`config.mk`:
```
export PLATFORM = sky130hd
export DESIGN_NAME = fsm_puzzle
export DESIGN_NICKNAME = d
export VERILOG_FILES = /design/src/rtl/fsm_puzzle.sv
export SDC_FILE = /design/constraint.sdc
export NUM_CORES = 1
export LEC_CHECK = 0
export ABC_AREA = 1
export BUFFER_PORTS_ARGS = -buffer_cell sky130_fd_sc_hd__buf_2
export CORE_AREA = 3 3 40 42
export CTS_BUF_LIST = sky130_fd_sc_hd__clkbuf_4 sky130_fd_sc_hd__clkbuf_8
export DETAILED_ROUTE_END_ITERATION = 6
export DIE_AREA = 0 0 43 45
export PLACE_DENSITY_LB_ADDON = 0.2
export RECOVER_POWER = 50
export SETUP_SLACK_MARGIN = 0.5
export SLEW_MARGIN = 5
export SYNTH_ARGS = -nofsm -noshare
export SYNTH_HDL_FRONTEND = slang
export SYNTH_SLANG_ARGS = --single-unit
export TNS_END_PERCENT = 5
```
`constraint.sdc`:
```
create_clock -name clk -period 2 [get_ports clk]
set_input_delay 0.1 -clock clk [delete_from_list [all_inputs] [get_ports clk]]
set_output_delay 0.1 -clock clk [all_outputs]
set_load 0.02 [all_outputs]
```
`src/rtl/fsm_puzzle.sv`:
```
// Sequence-lock controller: unlocks on entry codes 1,2,3,4 on consecutive edges.
// Optional lockout after three consecutive errors when FSMPUZZLE_LOCKOUT_EN is defined.
module fsm_puzzle (
    input  logic       clk,
    input  logic       rst,
    input  logic [3:0] in_pattern,
    output logic [6:0] seg,
    output logic       green_led,
    output logic       red_led,
    output logic [3:0] state
);

    typedef enum logic [3:0] {
        St0    = 4'd0,
        St1    = 4'd1,
        St2    = 4'd2,
        St3    = 4'd3,
        St4    = 4'd4,
        StLock = 4'd5
    } state_e;

    state_e state_q, state_d;
    logic   err_q, err_d;
    logic   wrong;

`ifdef FSMPUZZLE_LOCKOUT_EN
    logic [1:0] err_cnt_q, err_cnt_d;
    logic [3:0] timer_q, timer_d;
`endif

    always_ff @(posedge clk or negedge rst) begin
        if (!rst) begin
            state_q <= St0;
            err_q   <= 1'b0;
`ifdef FSMPUZZLE_LOCKOUT_EN
            err_cnt_q <= 2'd0;
            timer_q   <= 4'd0;
`endif
        end else begin
            state_q <= state_d;
            err_q   <= err_d;
`ifdef FSMPUZZLE_LOCKOUT_EN
            err_cnt_q <= err_cnt_d;
            timer_q   <= timer_d;
`endif
        end
    end

    always_comb begin
        state_d = state_q;
        err_d   = 1'b0;
        wrong   = 1'b0;
`ifdef FSMPUZZLE_LOCKOUT_EN
        err_cnt_d = err_cnt_q;
        timer_d   = timer_q;
`endif
        // Code 0 means "no entry": hold without flagging an error.
        case (state_q)
            St0: begin
                if (in_pattern == 4'h1) state_d = St1;
                else if (in_pattern != 4'h0) wrong = 1'b1;
            end
            St1: begin
                if (in_pattern == 4'h2) state_d = St2;
                else if (in_pattern != 4'h0) wrong = 1'b1;
            end
            St2: begin
                if (in_pattern == 4'h3) state_d = St3;
                else if (in_pattern != 4'h0) wrong = 1'b1;
            end
            St3: begin
                if (in_pattern == 4'h4) state_d = St4;
                else if (in_pattern != 4'h0) wrong = 1'b1;
            end
            St4: state_d = St0;
`ifdef FSMPUZZLE_LOCKOUT_EN
            StLock: begin
                if (timer_q == 4'd15) begin
                    state_d   = St0;
                    err_cnt_d = 2'd0;
                end else begin
                    timer_d = timer_q + 4'd1;
                end
            end
`endif
            default: state_d = St0;
        endcase

        if (wrong) begin
            err_d   = 1'b1;
            state_d = St0;
`ifdef FSMPUZZLE_LOCKOUT_EN
            if (err_cnt_q == 2'd2) begin
                state_d = StLock;
                timer_d = 4'd0;
            end else begin
                err_cnt_d = err_cnt_q + 2'd1;
            end
`endif
        end

`ifdef FSMPUZZLE_LOCKOUT_EN
        if (state_d == St4) err_cnt_d = 2'd0;
`endif
    end

    always_comb begin
        case (state_q)
            St0:     seg = 7'h3F;
            St1:     seg = 7'h06;
            St2:     seg = 7'h5B;
            St3:     seg = 7'h4F;
            St4:     seg = 7'h66;
            StLock:  seg = 7'h38;
            default: seg = 7'h00;
        endcase
    end

    assign state     = state_q;
    assign green_led = (state_q == St4);
`ifdef FSMPUZZLE_LOCKOUT_EN
    assign red_led   = err_q | (state_q == StLock);
`else
    assign red_led   = err_q;
`endif

endmodule

```
==> out/metrics.yaml <==
critical_path:
  crit_path_cell_trace: "inv_1 -> nand2_2 -> o21ai_0 -> buf_2"
  r2r_end: "state[1]"
  reg2reg_depth: 8
  critPathKind: "flop to primary output"
  cp_max_fo: 6
  required_ps: 1900
  rrSetupSlack_ps: 560
  crit_slowest_cell: "dfrtp_1"
  crit_family: "flip-flops"
  timing.rr.start: "state[1]"
  crit_path_start_kind: "flop"
  path_buf_inv: 2
  cpPeakStageDelay_ps: 430
  arrival_ps: 1340
  cp-end-kind: "primary output"
yosys:
  synth_compound_area_share_pct: 7.67
  synthTopCellsByArea: "dfrtp_1 (26%), nand2_1 (18%), nand3_1 (10%)"
  ys_types: 13
  postSynthAreaPerCell_um2: 5.85
  synthFlopType: "dfrtp_1"
  synth_top_area_share_pct: 25.6
  synth-seq-area-share_pct: 25.6
  synthAdderAreaFrac_pct: 0
  synth_top_family_by_area: "simple AND/OR/NAND/NOR gates"
  synth-edff-count: 0
  syn_area_um2: 392
  ys_ff_latch: 4
  yosys_warnings: 0
  yosysTopAreaCell: "dfrtp_1"
  synth.most_common_cell: "nand2_1"
  synth.area.mux_share_pct: 0
  async_flop_share_pct: 100
  synth_xor_area_share_pct: 0
  synthSimpleGateAreaFrac_pct: 54.3
  synth_nets: 73
  synthCells: 67
  synth_common_cells: "nand2_1 (19), nand3_1 (8), inv_1 (6), nor2_1 (6), nor2_2 (6)"
detailed_routing:
  drc_errors: 0
  viasPerCell: 4.39
  wl_per_cell_um: 9.35
  wirelength_um: 972
  via_count: 457
  drt_iter0_markers: 1
  dr.pass1.iters: 2
  ant_nets: 0
layout:
  nFillCells: 149
  final_nets: 97
  diodes: 0
  design_area_um2: 539
  seq_area_um2: 100
  stdcell_count: 104
  final_layout_size_suffix_gt1_share_pct: 38.2
  multi_input_area_um2: 251
  synthToLayoutAreaGrowth_pct: 37.7
floorplanning:
  initial_core_util_pct: 30.5
  die_w_um: 43
  core_area_um2: 1280
  die_h_um: 45
  pin_count: 19
  dieArea_um2: 1940
  row_count: 13
clock_tree:
  cts_tree: "yes"
  htree_levels: 1
  clock_path_buffers: 2
  root_buffer: "clkbuf_4"
  clock_sinks: 4
  insertion_delay_ps: 230
  clk_pin_slew_ps: 40
  cts_inserted_buffers: 3
global_routing:
  grt_pass1_vias: 398
  antenna_found_initial: 0
  grt_pass1_wl_um: 1630
  grt-ovfl-total: 0
  grt_max_degree: 8
  grt_use_total_pct: 11.1
timing:
  finalSetupTns_ps: 0
  drv_slew: 0
  skew_ps: 2.79
  layout_min_cycle_time_ps: 1440
  hold_viol_final: 0
  setup-violations-final: 0
  post-route-period-util_pct: 72.0
  fmax_ghz: 0.694
  rsz0062_at_grt: "true"
place:
  placed_cell_area_um2: 490
  dpl.cell_count: 98
  hpwl_um: 801
  gp_congestion: 0.780
  numPortBuffers: 17
pwr:
  powerDensity_nw_per_um2: 1550
  p_leak_nw: 0.293
  ir_drop_mv: 0.549
status:
  status: "finished clean"
hold_path:
  hold_path_class: "input port to asynchronous set/reset pin"
job:
  max-cap-violations: 0
## flip-flops by register name, summed over array words and instances (netlist names)
name,flops
red_led,1
state,3
## final cells by class
cell class	instances	area share (%)
sequential	4	18.6
clock buffer	3	4.18
timing repair buffer	20	19.7
inverter	10	7.42
multi-input combinational	52	46.6
tap	15	3.48
## layer usage
layer | track usage [%] | part of all wire [%]
met5 | 0 | 0
met4 | 0 | 0
met3 | 4.78 | 8.4
met2 | 19.8 | 51
met1 | 13.3 | 41
## cells by family after synthesis
group	count (synthesis)
buffers and inverters	11
DFF	4
and+or+nand+nor	45
AOI/OAI and AO/OA	6
other	1
## what timing repair did
action,4_1_cts,5_1_grt
hold buffers,1,0
resized for setup,0,4
endpoints found under the hold margin,4,0
setup buffers,0,2
endpoints found under the setup margin,0,3
## metrics by stage
step | worst slack (ps) | total power, mW | hold slack [ps] | util, %
finish | 559 | 0.837 | 233 | 42.0
global route | 401 | 0.936 | 251 | 42.0
CTS | 525 | 0.836 | 193 | 40.7
detailed placement | 611 | 0.731 | -92.7 | 38.2
global placement | 614 | 0.730 | -93.9 | 38.2
floorplan | 577 | 0.569 | -196 | -
## cells in the final DEF (no fill, tap or decap)
cell	Yosys	layout
buf_2	0	14
inv_1	6	7
clkbuf_1	0	3
nand2_1	19	19
nand2_4	0	1
nor2_2	6	6
o21ai_0	3	3
inv_2	4	2
nor2_1	6	6
buf_4	1	2
a21oi_1	3	3
inv_4	0	1
clkbuf_4	0	3
nand2_2	5	4
dfrtp_1	4	4
nor3_2	1	1
conb_1	1	1
nand3_1	8	8
dlygate4sd3_1	0	1
## worst max-delay path by stage
| stage | startpoint | endpoint | slack (ps) | cells after the start |
|---|---|---|---|---|
| detailed placement | state[1] | state[0] | 610 | 9 |
| finish | state[1] | seg[6] | 560 | 4 |
| floorplan | state[2] | seg[3] | 580 | 6 |
| CTS | state[2] | seg[3] | 530 | 7 |
| global route | state[1] | state[0] | 400 | 9 |
| global placement | state[1] | state[0] | 610 | 9 |
## worst register-to-register path: stages (launching register included)
cell     delay, ps
dfrtp_1        430
inv_1          220
nand2_2        120
nor2_1         150
nand2_1         80
nand2_2         80
nor2_2          50
o21ai_0         80
nand3_1        100
## power by group
group / internal, mW / switching, mW
Clock: 0.0670 / 0.0307
Combinational: 0.200 / 0.392
Sequential: 0.110 / 0.0378
Total: 0.377 / 0.460
(Power assumes the default switching activity.)
